**config.mk**
```make
export PLATFORM = sky130hd
export DESIGN_NAME = multicycle_control_fsm
export DESIGN_NICKNAME = d
export VERILOG_FILES = /design/src/rtl/multicycle_control_fsm.sv
export SDC_FILE = /design/constraint.sdc
export NUM_CORES = 1
export LEC_CHECK = 0
export ABC_CLOCK_PERIOD_IN_PS = 3900
export BUFFER_PORTS_ARGS = -buffer_cell sky130_fd_sc_hd__buf_2
export CAP_MARGIN = 10
export CORE_MARGIN = 2
export CORE_UTILIZATION = 43
export CTS_BUF_LIST = sky130_fd_sc_hd__clkbuf_8
export DETAILED_ROUTE_END_ITERATION = 8
export PLACE_DENSITY = 0.72
export SYNTH_ARGS = -nofsm -noshare
export SYNTH_HDL_FRONTEND = slang
export SYNTH_SLANG_ARGS = --single-unit
```
**constraint.sdc**
```tcl
create_clock -name clk -period 3.9 [get_ports clk]
set_clock_uncertainty 0.05 [all_clocks]
set_input_delay 0.78 -clock clk [delete_from_list [all_inputs] [get_ports clk]]
set_output_delay 0.78 -clock clk [all_outputs]
set_load 0.02 [all_outputs]
```
**src/rtl/multicycle_control_fsm.sv**
```systemverilog
// Moore control sequencer for the multicycle ARM-subset datapath; outputs follow the state in the same cycle.
// Stalls in FETCH, MEMRD and MEMWR until mem_ready; counts retired instructions.
module multicycle_control_fsm #(
    parameter int COUNT_WIDTH = 32
) (
    input  logic                   clk,
    input  logic                   rst_n,
    input  logic [31:0]            instr,
    input  logic                   flag_z,
    input  logic                   mem_ready,
    output logic                   pc_write,
    output logic                   ir_write,
    output logic                   adr_src,
    output logic                   mem_write,
    output logic                   reg_write,
    output logic [1:0]             result_src,
    output logic [1:0]             alu_src_a,
    output logic [1:0]             alu_src_b,
    output logic [2:0]             alu_control,
    output logic [1:0]             imm_src,
    output logic                   illegal,
    output logic [COUNT_WIDTH-1:0] instr_count,
    output logic [3:0]             state_out
);

    typedef enum logic [3:0] {
        S_IDLE   = 4'd0,
        S_FETCH  = 4'd1,
        S_DECODE = 4'd2,
        S_EXECR  = 4'd3,
        S_EXECI  = 4'd4,
        S_ALUWB  = 4'd5,
        S_MEMADR = 4'd6,
        S_MEMRD  = 4'd7,
        S_MEMWB  = 4'd8,
        S_MEMWR  = 4'd9,
        S_BRANCH = 4'd10
    } state_t;

    state_t                   r_state;
    state_t                   w_next;
    logic [COUNT_WIDTH-1:0]   r_instr_count;
    logic                     w_retire;

    logic [1:0] w_op;
    logic       w_i;
    logic [3:0] w_cmd;
    logic       w_u;
    logic       w_l;
    logic [3:0] w_cond;
    logic       w_cond_legal;
    logic       w_cond_pass;
    logic       w_cmd_legal;
    logic       w_is_cmp;
    logic [2:0] w_dp_alu;
    logic       w_illegal;

    assign w_op   = instr[27:26];
    assign w_i    = instr[25];
    assign w_cmd  = instr[24:21];
    assign w_u    = instr[23];
    assign w_l    = instr[20];
    assign w_cond = instr[31:28];

    assign w_cond_legal = (w_cond == 4'hE) || (w_cond == 4'h0) || (w_cond == 4'h1);
    assign w_cond_pass  = (w_cond == 4'hE) || ((w_cond == 4'h0) && flag_z) ||
                          ((w_cond == 4'h1) && !flag_z);
    assign w_is_cmp     = (w_cmd == 4'b1010);

    always_comb begin
        w_cmd_legal = 1'b1;
        w_dp_alu    = 3'b000;
        case (w_cmd)
            4'b0100: w_dp_alu = 3'b000;
            4'b0010: w_dp_alu = 3'b001;
            4'b0000: w_dp_alu = 3'b010;
            4'b1100: w_dp_alu = 3'b011;
            4'b1010: w_dp_alu = 3'b001;
            default: w_cmd_legal = 1'b0;
        endcase
    end

    // cmd is only meaningful for data-processing; MEM/B reuse those bits as U/L/offset.
    assign w_illegal = (w_op == 2'b11) || !w_cond_legal || ((w_op == 2'b00) && !w_cmd_legal);

    always_ff @(posedge clk or negedge rst_n) begin
        if (!rst_n) begin
            r_state       <= S_IDLE;
            r_instr_count <= '0;
        end else begin
            r_state <= w_next;
            if (w_retire) begin
                r_instr_count <= r_instr_count + COUNT_WIDTH'(1);
            end
        end
    end

    always_comb begin
        w_next      = r_state;
        w_retire    = 1'b0;
        pc_write    = 1'b0;
        ir_write    = 1'b0;
        adr_src     = 1'b0;
        mem_write   = 1'b0;
        reg_write   = 1'b0;
        result_src  = 2'b00;
        alu_src_a   = 2'b00;
        alu_src_b   = 2'b00;
        alu_control = 3'b000;
        imm_src     = 2'b00;
        illegal     = 1'b0;
        case (r_state)
            S_IDLE: w_next = S_FETCH;
            S_FETCH: begin
                alu_src_a  = 2'b01;
                alu_src_b  = 2'b10;
                result_src = 2'b10;
                if (mem_ready) begin
                    ir_write = 1'b1;
                    pc_write = 1'b1;
                    w_next   = S_DECODE;
                end
            end
            S_DECODE: begin
                alu_src_a = 2'b01;
                alu_src_b = 2'b10;
                if (w_illegal) begin
                    illegal = 1'b1;
                    w_next  = S_FETCH;
                end else if (!w_cond_pass) begin
                    w_retire = 1'b1;
                    w_next   = S_FETCH;
                end else begin
                    case (w_op)
                        2'b00:   w_next = w_i ? S_EXECI : S_EXECR;
                        2'b01:   w_next = S_MEMADR;
                        default: w_next = S_BRANCH;
                    endcase
                end
            end
            S_EXECR, S_EXECI: begin
                alu_src_b   = (r_state == S_EXECI) ? 2'b01 : 2'b00;
                alu_control = w_dp_alu;
                if (w_is_cmp) begin
                    w_retire = 1'b1;
                    w_next   = S_FETCH;
                end else begin
                    w_next = S_ALUWB;
                end
            end
            S_ALUWB: begin
                reg_write = 1'b1;
                w_retire  = 1'b1;
                w_next    = S_FETCH;
            end
            S_MEMADR: begin
                alu_src_b   = 2'b01;
                imm_src     = 2'b01;
                alu_control = w_u ? 3'b000 : 3'b001;
                w_next      = w_l ? S_MEMRD : S_MEMWR;
            end
            S_MEMRD: begin
                adr_src = 1'b1;
                if (mem_ready) w_next = S_MEMWB;
            end
            S_MEMWB: begin
                result_src = 2'b01;
                reg_write  = 1'b1;
                w_retire   = 1'b1;
                w_next     = S_FETCH;
            end
            S_MEMWR: begin
                adr_src   = 1'b1;
                mem_write = 1'b1;
                if (mem_ready) begin
                    w_retire = 1'b1;
                    w_next   = S_FETCH;
                end
            end
            S_BRANCH: begin
                alu_src_a  = 2'b01;
                alu_src_b  = 2'b01;
                imm_src    = 2'b10;
                result_src = 2'b10;
                pc_write   = 1'b1;
                w_retire   = 1'b1;
                w_next     = S_FETCH;
            end
            default: w_next = S_IDLE;
        endcase
    end

    assign instr_count = r_instr_count;
    assign state_out   = r_state;

endmodule

```
==> qor.tcl, run 1 <==
set qor(timing.final.crit_period_ps) 2860
set qor(most_frequent_cell_after_synthesis) {sky130_fd_sc_hd__dfrtp_1}
set qor(critPathMaxFanout) 6
set qor(reg2reg_setup_slack_ps) 1420
set qor(synth_top_cell_by_area) {sky130_fd_sc_hd__dfrtp_1}
set qor(number_of_antenna_violations_at_the_first_check_in_global_routing) 0
set qor(clk_pin_slew_ps) 70
set qor(worst_path_max_delay_cell) {sky130_fd_sc_hd__or3b_1}
set qor(synth_enable_flop_cells) 0
set qor(tightestPinTransition_ps) 791
set qor(total_clock_buffers_created_by_cts) 5
set qor(core_area_mm2) 0.00511
set qor(top_cells_by_area_in_the_synthesized_netlist) {sky130_fd_sc_hd__dfrtp_1, sky130_fd_sc_hd__xnor2_1, sky130_fd_sc_hd__o2111ai_1}
set qor(cts_post_setup_buffers_inserted) 0
set qor(postSynthRegisterBits) 36
set qor(share_of_layout_cells_above_drive_strength_1) 0.277
set qor(syn-instance-count) 233
set qor(tritoncts_clock_tree) {yes}
set qor(worstHoldPathType) {flop to flop}
set qor(synthDistinctLibCells) 53
set qor(critical_path.max_stage_delay_ps) 370
set qor(yosys.area.top_type_share) 0.398
set qor(status) {finished clean}
set qor(clkLatencyLatePin_ps) 300
set qor(power.share.clock) 0.207
set qor(intPower_w) 0.000726
set qor(detail-route-antenna-nets) 0
set qor(hold_violations) 0
set qor(max_slew_margin) 0.472
set qor(p_sw_frac) 0.433
set qor(drtPass1Iterations) 4
set qor(cts-resized-gates) 0
set qor(synth_commonest_cells) {sky130_fd_sc_hd__dfrtp_1, sky130_fd_sc_hd__xnor2_1, sky130_fd_sc_hd__o2111ai_1}
set qor(synth_warnings) 0
set qor(timing.fmax_mhz) 349
set qor(critical_path_arrival_ps) 2030
set qor(syn_to_final_growth_pct) 19.2
set qor(detailedRoute.firstIterationViolations) 128
set qor(finalNetCount) 328
set qor(pwr_density_cell_mw_per_mm2) 474
set qor(power.leakage_nw) 1.26
set qor(place.gp.congestion) 0.793
set qor(grt_pass1_wl_um) 8870
set qor(cap_viol_max_count) 0
set qor(drt_drc_violations_left) 0
set qor(critical_path_buf_inv_count) 2
set qor(rsz0062_at_grt) {false}
set qor(place.detailed.hpwl_um) 3580
set qor(row_count) 26
set qor(grt_overflow_total) 0
set qor(cts_num_sinks) 36
set qor(crit_family) {simple AND/OR/NAND/NOR gates}
set qor(worst_ir_drop_vdd_mv) 0.356
set qor(die_w_um) 76.6
set qor(min_period_over_period) 0.734
set qor(fp.dieArea_mm2) 0.00586
set qor(wl_per_cell_um) 14.1
set qor(power.share.sequential) 0.397
set qor(worst-endpoint-required_ps) 3070
set qor(timing.setup.tns_ps) 0
set qor(synth_area_per_cell_um2) 9.72
set qor(largest_net_degree_at_the_start_of_global_routing) 37
set qor(n_antenna_cell) 0
set qor(worstSetupPathType) {input pin to output port}
set qor(critical_path.startpoint_type) {input pin}
set qor(post_synth_instance_area_mm2) 0.00226
set qor(synth_seq_area_share) 0.398
set qor(netSwitchingPower_w) 0.000554
set qor(wl_um) 5120
set qor(max_slew_violation_count) 0
set qor(cts_root_buf) {sky130_fd_sc_hd__clkbuf_8}
set qor(initial_utilization) 0.443
set qor(clock_path_buffers) 2
set qor(port-buffer-count) 66
set qor(combinationalPowerShare) 0.397
set qor(global_route.usage.total) 0.187
set qor(cts_max_level) 2
set qor(timing.critical_path.to_type) {output port}
set qor(hold_buffers) 0
set qor(report.final.setup_viol) 0
set qor(synth_ff_type) {sky130_fd_sc_hd__dfrtp_1}
set qor(critical_path.cell_chain) {buf_2 > or3b_1 > a21boi_1 > nor2_1 > nor2_1 > buf_2}
set qor(io-pin-count) 89
set qor(vias_per_cell) 5.64
set qor(fp.dieH_um) 76.6
set qor(vias) 2041
set qor(grt_pass1_vias) 1871
set qor(finish.utilization) 0.528
set qor(ys_async_sr_fraction) 1.00
[cells in the final DEF, fill, tap and decap left out, types with 2 or more instances in the layout]
cell,instances
sky130_fd_sc_hd__xor2_1,2
sky130_fd_sc_hd__dfrtp_1,36
sky130_fd_sc_hd__a21o_1,2
sky130_fd_sc_hd__o2111ai_1,19
sky130_fd_sc_hd__nand2b_1,7
sky130_fd_sc_hd__nor3_1,7
sky130_fd_sc_hd__nand3b_1,4
sky130_fd_sc_hd__nor2b_1,4
sky130_fd_sc_hd__conb_1,2
sky130_fd_sc_hd__nand3_1,2
sky130_fd_sc_hd__clkinv_2,2
sky130_fd_sc_hd__clkbuf_8,5
sky130_fd_sc_hd__buf_4,2
sky130_fd_sc_hd__nand4_1,2
sky130_fd_sc_hd__and3_1,12
sky130_fd_sc_hd__buf_2,66
sky130_fd_sc_hd__o21ai_0,3
sky130_fd_sc_hd__xnor2_1,31
sky130_fd_sc_hd__o211ai_1,7
sky130_fd_sc_hd__a21oi_1,8
sky130_fd_sc_hd__o21ai_1,5
sky130_fd_sc_hd__nand2_1,8
sky130_fd_sc_hd__o22ai_1,4
sky130_fd_sc_hd__and4_1,4
sky130_fd_sc_hd__and2_1,7
sky130_fd_sc_hd__nor2_1,12
sky130_fd_sc_hd__a311oi_1,2
[worst paths after layout]
check	start	endpoint	depth (start not counted)
setup / recovery	instr[23]	illegal	6
hold / removal	instr_count[31]$_DFFE_PN0P_	instr_count[31]$_DFFE_PN0P_	1
setup reg to reg	state_out[1]$_DFFE_PN0P_	instr_count[28]$_DFFE_PN0P_	6
hold reg to reg	instr_count[31]$_DFFE_PN0P_	instr_count[31]$_DFFE_PN0P_	1
max in group asynchronous	rst_n	instr_count[13]$_DFFE_PN0P_	1
min in group asynchronous	rst_n	instr_count[30]$_DFFE_PN0P_	1
[power by group through the flow]
stage,Sequential (W),Combinational (W),Clock [W]
after floorplan,0.000501,0.000365,0
after global placement,0.000511,0.000505,0
after detailed placement,0.000514,0.000509,0
after CTS,0.000507,0.000512,0.000273
after global routing,0.000524,0.000556,0.000293
final,0.000508,0.000507,0.000265
[registers in the layout, summed over array words and instances, names as in the netlist]
signal       flops
instr_count     32
state_out        4
[layout make-up]
cell class	count	area, um2
inverters	1	3.75
fillers	491	2410
clock buffers	5	68.8
repair buffers	68	345
clock inverters	3	18.8
flip-flops and latches	36	901
well taps	70	87.6
multi-input cells	179	1270
[logic make-up (layout without fill, tap and decap cells)]
| group | Yosys count | after routing | synth area share |
|---|---|---|---|
| adders and majority gates | 1 | 1 | 0.00552 |
| buffers and inverters | 19 | 77 | 0.0436 |
| other | 1 | 2 | 0.00166 |
| xor gates and xnor gates | 33 | 33 | 0.128 |
| DFF | 36 | 36 | 0.398 |
| muxes | 1 | 1 | 0.00497 |
| and+or+nand+nor | 80 | 80 | 0.217 |
| AOI/OAI and AO/OA | 62 | 62 | 0.202 |
[metrics by stage]
step	worst slack (ps)	area (um2)	instances	power [W]	hold WS (ps)
after floorplan	1220	2270	234	0.000866	434
after detailed placement	1040	2610	354	0.00102	411
final	1040	2700	362	0.00128	419
after global routing	916	2700	362	0.00137	447
after global placement	1040	2610	354	0.00102	407
after CTS	1020	2700	362	0.00129	426
[layer usage]
metal  global-route usage  vias to the layer above  share of wire
li1                     -                      991              -
met1                0.238                      962           0.45
met2                0.304                       78           0.47
met3               0.0273                       10          0.063
met4                0.105                        0          0.020
met5                    0                        -              0
Power figures use the tool's default switching activity.
==> run 2: changes to the inputs <==
--- a/config.mk
+++ b/config.mk
@@ -5,14 +5,14 @@
 export SDC_FILE = /design/constraint.sdc
 export NUM_CORES = 1
 export LEC_CHECK = 0
-export ABC_CLOCK_PERIOD_IN_PS = 3900
+export ABC_CLOCK_PERIOD_IN_PS = 2500
 export BUFFER_PORTS_ARGS = -buffer_cell sky130_fd_sc_hd__buf_2
 export CAP_MARGIN = 10
 export CORE_MARGIN = 2
 export CORE_UTILIZATION = 43
 export CTS_BUF_LIST = sky130_fd_sc_hd__clkbuf_8
 export DETAILED_ROUTE_END_ITERATION = 8
-export PLACE_DENSITY = 0.72
+export PLACE_DENSITY = 0.75
 export SYNTH_ARGS = -nofsm -noshare
 export SYNTH_HDL_FRONTEND = slang
 export SYNTH_SLANG_ARGS = --single-unit
==> constraint.sdc (replaced) <==
create_clock -name clk -period 2.5 [get_ports clk]
set_clock_uncertainty 0.05 [all_clocks]
set_input_delay 0.5 -clock clk [delete_from_list [all_inputs] [get_ports clk]]
set_output_delay 0.5 -clock clk [all_outputs]
set_load 0.02 [all_outputs]
==> qor.tcl, run 2 (same netlist as run 1, synthesis figures left out) <==
set qor(grt_pass1_vias) 1970
set qor(hold_violations) 0
set qor(timing.fmax_mhz) 433
set qor(port-buffer-count) 66
set qor(vias) 2061
set qor(fp.dieH_um) 76.6
set qor(cts_root_buf) {sky130_fd_sc_hd__clkbuf_8}
set qor(seq_area_um2) 901
set qor(worstReg2RegStart) {state_out[1]$_DFFE_PN0P_}
set qor(grt_overflow_total) 0
set qor(critical_path.startpoint_type) {flop}
set qor(worst_path_max_delay_cell) {sky130_fd_sc_hd__dfrtp_1}
set qor(cts-resized-gates) 0
set qor(core_area_mm2) 0.00511
set qor(timing.critical_path.to_type) {output port}
set qor(critical_path.max_stage_delay_ps) 410
set qor(timing.final.crit_period_ps) 2310
set qor(worst_ir_drop_vdd_mv) 0.435
set qor(critPathMaxFanout) 11
set qor(finalNetCount) 336
set qor(place.detailed.hpwl_um) 3770
set qor(hold_buffers) 0
set qor(cts_post_setup_buffers_inserted) 0
set qor(grt_pass1_wl_um) 9130
set qor(clkLatencyLatePin_ps) 290
set qor(share_of_layout_cells_above_drive_strength_1) 0.297
set qor(global_route.usage.total) 0.189
set qor(number_of_antenna_violations_at_the_first_check_in_global_routing) 0
set qor(number_of_cell_instances_on_the_worst_register_to_register_path) 7
set qor(r2r_end) {instr_count[1]$_DFFE_PN0P_}
set qor(total_clock_buffers_created_by_cts) 5
set qor(fin_worst_hold_slack_ps) 236
set qor(initial_utilization) 0.443
set qor(clk_pin_slew_ps) 70
set qor(worstHoldPathType) {input pin to async pin}
set qor(fillers) 468
set qor(cts_max_level) 2
set qor(detail-route-antenna-nets) 0
set qor(die_w_um) 76.6
set qor(report.final.setup_viol) 0
set qor(max_slew_margin) 0.481
set qor(min_period_over_period) 0.924
set qor(io-pin-count) 89
set qor(pwr_density_cell_mw_per_mm2) 770
set qor(layout_common_cells) {sky130_fd_sc_hd__buf_2, sky130_fd_sc_hd__dfrtp_1, sky130_fd_sc_hd__xnor2_1}
set qor(timing.setup.tns_ps) 0
set qor(tightestPinTransition_ps) 779
set qor(clock_path_buffers) 2
set qor(worst-endpoint-required_ps) 1950
set qor(critical_path_arrival_ps) 1760
set qor(largest_net_degree_at_the_start_of_global_routing) 37
set qor(vias_per_cell) 5.57
set qor(critical_path.cell_chain) {buf_4 > nand2b_1 > o22ai_1 > nand4b_1 > a21oi_1 > buf_2}
set qor(fp.dieArea_mm2) 0.00586
set qor(worstSetupPathType) {flop to output port}
set qor(tritoncts_clock_tree) {yes}
set qor(multiInputGateArea_mm2) 0.00127
set qor(power.leakage_nw) 1.31
set qor(detailedRoute.firstIterationViolations) 138
set qor(cts_num_sinks) 36
set qor(max_slew_violation_count) 0
set qor(cap_viol_max_count) 0
set qor(largest_register_ffs) 32
set qor(syn_to_final_growth_pct) 24.0
set qor(drtPass1Iterations) 4
set qor(n_antenna_cell) 0
set qor(mostFrequentLayoutCell) {sky130_fd_sc_hd__buf_2}
set qor(status) {finished clean}
set qor(place.gp.congestion) 0.746
set qor(drt_drc_violations_left) 0
set qor(reg2reg_setup_slack_ps) 500
set qor(row_count) 26
set qor(wl_um) 5270
set qor(wl_per_cell_um) 14.2
set qor(rsz0062_at_grt) {false}
## run 2: changes by cell type in the layout (fill, tap and decap cells not counted)
| cell | previous run | this run |
|---|---|---|
| sky130_fd_sc_hd__buf_4 | 2 | 8 |
| sky130_fd_sc_hd__buf_12 | 0 | 2 |
| sky130_fd_sc_hd__bufinv_16 | 0 | 1 |
| sky130_fd_sc_hd__clkinv_2 | 2 | 1 |
| sky130_fd_sc_hd__clkinv_4 | 1 | 0 |
| sky130_fd_sc_hd__clkinvlp_4 | 0 | 1 |
## run 2: worst max-delay path, delay by kind of cell (launching register included)
family	cells	cell delay, ps
flops	1	410
simple gates	2	300
compound gates	2	410
buf+inv	2	360
## run 2: worst max-delay path by stage
| stage | start | slack, ps | endpoint |
|---|---|---|---|
| 6_report | state_out[0]$_DFFE_PN0P_ | 190 | alu_control[0] |
| 5_1_grt | state_out[0]$_DFFE_PN0P_ | 70 | alu_control[0] |
| 4_1_cts | state_out[0]$_DFFE_PN0P_ | 180 | alu_control[0] |
| 3_5_place_dp | instr[23] | 340 | instr_count[1]$_DFFE_PN0P_ |
| 3_3_place_gp | instr[23] | 370 | instr_count[1]$_DFFE_PN0P_ |
| 2_1_floorplan | state_out[1]$_DFFE_PN0P_ | 340 | alu_control[1] |
## run 2: per-stage QoR
step / setup slack [ps] / util / instance area (um2) / cells / power (W)
after CTS: 185 / 0.550 / 2810 / 370 / 0.00218
after global placement: 366 / 0.528 / 2700 / 362 / 0.00165
final: 190 / 0.550 / 2810 / 370 / 0.00216
after global routing: 68.4 / 0.550 / 2810 / 370 / 0.00231
after detailed placement: 340 / 0.528 / 2700 / 362 / 0.00167
after floorplan: 340 / - / 2270 / 234 / 0.00135
## run 2: final cells by class
class                   count  area share
well taps                  70      0.0312
multi-input cells         179       0.454
flip-flops and latches     36       0.321
repair buffers             76       0.153
clock buffers               5      0.0245
inverters                   1     0.00134
clock inverters             3      0.0152
## run 2: routing by layer
metal | track usage | part of all wire
met1 | 0.241 | 0.45
met2 | 0.319 | 0.49
met3 | 0.0450 | 0.053
met4 | 0.0527 | 0.011
met5 | 0 | 0
## run 2: report_power, final
group / switching, W / leakage [nW] / total [W] / internal (W)
Sequential: 0.0000600 / 0.490 / 0.000701 / 0.000641
Clock: 0.000214 / 0.0541 / 0.000509 / 0.000295
Combinational: 0.000595 / 0.767 / 0.000953 / 0.000358
Total: 0.000869 / 1.31 / 0.00216 / 0.00129
==> run 3: changes to the inputs <==
--- a/config.mk
+++ b/config.mk
@@ -9,10 +9,10 @@
 export BUFFER_PORTS_ARGS = -buffer_cell sky130_fd_sc_hd__buf_2
 export CAP_MARGIN = 10
 export CORE_MARGIN = 2
-export CORE_UTILIZATION = 43
+export CORE_UTILIZATION = 45
 export CTS_BUF_LIST = sky130_fd_sc_hd__clkbuf_8
 export DETAILED_ROUTE_END_ITERATION = 8
-export PLACE_DENSITY = 0.75
+export PLACE_DENSITY_LB_ADDON = 0.12
 export SYNTH_ARGS = -nofsm -noshare
 export SYNTH_HDL_FRONTEND = slang
 export SYNTH_SLANG_ARGS = --single-unit
==> qor.tcl, run 3 (same netlist as run 1, synthesis figures left out) <==
set qor(detailedRoute.firstIterationViolations) 83
set qor(hold_buffers) 0
set qor(critical_path_arrival_ps) 1730
set qor(critPathMaxFanout) 10
set qor(combinationalPowerShare) 0.459
set qor(dp_worst_setup_slack_ps) 318
set qor(port-buffer-count) 66
set qor(worstSetupPathType) {flop to output port}
set qor(grt_overflow_total) 0
set qor(core_area_mm2) 0.00479
set qor(fp.dieArea_mm2) 0.00562
set qor(tightestPinTransition_ps) 785
set qor(largest_net_degree_at_the_start_of_global_routing) 37
set qor(global_route.usage.total) 0.193
set qor(vias) 2025
set qor(wl_um) 5290
set qor(intPower_w) 0.00117
set qor(postLayoutSetupSlackWorst_ps) 220
set qor(layout_common_cells) {sky130_fd_sc_hd__buf_2, sky130_fd_sc_hd__dfrtp_1, sky130_fd_sc_hd__xnor2_1}
set qor(n_antenna_cell) 0
set qor(clkLatencyLatePin_ps) 280
set qor(clk_pin_slew_ps) 70
set qor(fillers) 440
set qor(vias_per_cell) 5.52
set qor(largest_register_ffs) 32
set qor(max_slew_violation_count) 0
set qor(grt_pass1_vias) 1793
set qor(timing.critical_path.to_type) {output port}
set qor(max_slew_margin) 0.476
set qor(place.gp.congestion) 0.816
set qor(cts_max_level) 2
set qor(timing.final.crit_period_ps) 2280
set qor(grt_util_met1) 0.273
set qor(power.share.sequential) 0.353
set qor(row_count) 25
set qor(finalNetCount) 337
set qor(power.share.clock) 0.187
set qor(critical_path.startpoint_type) {flop}
set qor(min_period_over_period) 0.912
set qor(timing.fmax_mhz) 439
set qor(initial_utilization) 0.473
set qor(cts-resized-gates) 0
set qor(detail-route-antenna-nets) 0
set qor(status) {finished clean}
set qor(syn_to_final_growth_pct) 22.1
set qor(io-pin-count) 89
set qor(pwr_density_cell_mw_per_mm2) 731
set qor(rsz0062_at_grt) {false}
set qor(place.detailed.hpwl_um) 3750
set qor(number_of_antenna_violations_at_the_first_check_in_global_routing) 0
set qor(worstHoldPathType) {input pin to async pin}
set qor(drtPass1Iterations) 4
set qor(grt_pass1_wl_um) 8460
set qor(cap_viol_max_count) 0
set qor(cts_post_setup_buffers_inserted) 0
set qor(wl_per_cell_um) 14.4
set qor(netSwitchingPower_w) 0.000849
set qor(tritoncts_clock_tree) {yes}
set qor(met2_usage) 0.304
set qor(drt_drc_violations_left) 0
set qor(finish.instance_area_mm2) 0.00277
set qor(worst-endpoint-required_ps) 1950
set qor(global_route.peak_usage_layer) {met2}
set qor(clock_path_buffers) 2
set qor(p_sw_frac) 0.420
set qor(cell_area_placed_mm2) 0.00269
set qor(mostFrequentLayoutCell) {sky130_fd_sc_hd__buf_2}
set qor(total_clock_buffers_created_by_cts) 5
set qor(cts_root_buf) {sky130_fd_sc_hd__clkbuf_8}
set qor(timing.setup.tns_ps) 0
set qor(hold_violations) 0
set qor(power.leakage_nw) 1.30
set qor(cts_num_sinks) 36
set qor(grt.met3_usage) 0.0402
set qor(worst_ir_drop_vdd_mv) 0.650
set qor(report.final.setup_viol) 0
set qor(share_of_layout_cells_above_drive_strength_1) 0.293
set qor(fp.dieH_um) 74.9
set qor(die_w_um) 74.9
## run 3: critical path, stage by stage, from the launching register on
cell and delay, ps:
sky130_fd_sc_hd__dfrtp_1 380, sky130_fd_sc_hd__buf_4 170, sky130_fd_sc_hd__nand2b_1 160, sky130_fd_sc_hd__o22ai_1 240
sky130_fd_sc_hd__nand2_1 100, sky130_fd_sc_hd__nor3_1 210, sky130_fd_sc_hd__buf_2 200
## run 3: area by class of cell
class / instances / area (um2) / share of cell area
clock inverters: 2 / 8.76 / 0.00317
clock buffers: 5 / 68.8 / 0.0249
well taps: 67 / 83.8 / 0.0303
flip-flops and latches: 36 / 901 / 0.326
inverters: 1 / 3.75 / 0.00136
repair buffers: 77 / 425 / 0.154
multi-input cells: 179 / 1270 / 0.461
## run 3: power groups by stage
stage | Clock [W] | Combinational [W] | Sequential, W
floorplan | 0 | 0.000570 | 0.000782
global placement | 0 | 0.000927 | 0.000722
detailed placement | 0 | 0.000932 | 0.000724
CTS | 0.000394 | 0.000936 | 0.000714
global route | 0.000425 | 0.00102 | 0.000723
finish | 0.000378 | 0.000929 | 0.000715
## run 3: final timing paths
path	from	slack [ps]	end	cells past startpoint
setup / recovery	state_out[0]$_DFFE_PN0P_	220	alu_control[1]	6
min in group clk	instr_count[31]$_DFFE_PN0P_	420	instr_count[31]$_DFFE_PN0P_	1
setup reg to reg	state_out[1]$_DFFE_PN0P_	430	instr_count[17]$_DFFE_PN0P_	6
max in group asynchronous	rst_n	1650	instr_count[12]$_DFFE_PN0P_	1
hold / removal	rst_n	250	instr_count[31]$_DFFE_PN0P_	1
hold reg to reg	instr_count[31]$_DFFE_PN0P_	420	instr_count[31]$_DFFE_PN0P_	1
## run 3: per-layer routing
layer | vias to the layer above | part of all wire
met3 | 2 | 0.035
met2 | 43 | 0.48
li1 | 1005 | -
met4 | 0 | 0.0055
met5 | - | 0
met1 | 975 | 0.48
## run 3: through the flow
stage / total power (W) / hold WS (ps) / util / cells
floorplan: 0.00135 / 154 / - / 234
global placement: 0.00165 / 409 / 0.562 / 360
detailed placement: 0.00166 / 415 / 0.562 / 360
CTS: 0.00204 / 272 / 0.578 / 367
global route: 0.00217 / 314 / 0.578 / 367
finish: 0.00202 / 250 / 0.578 / 367
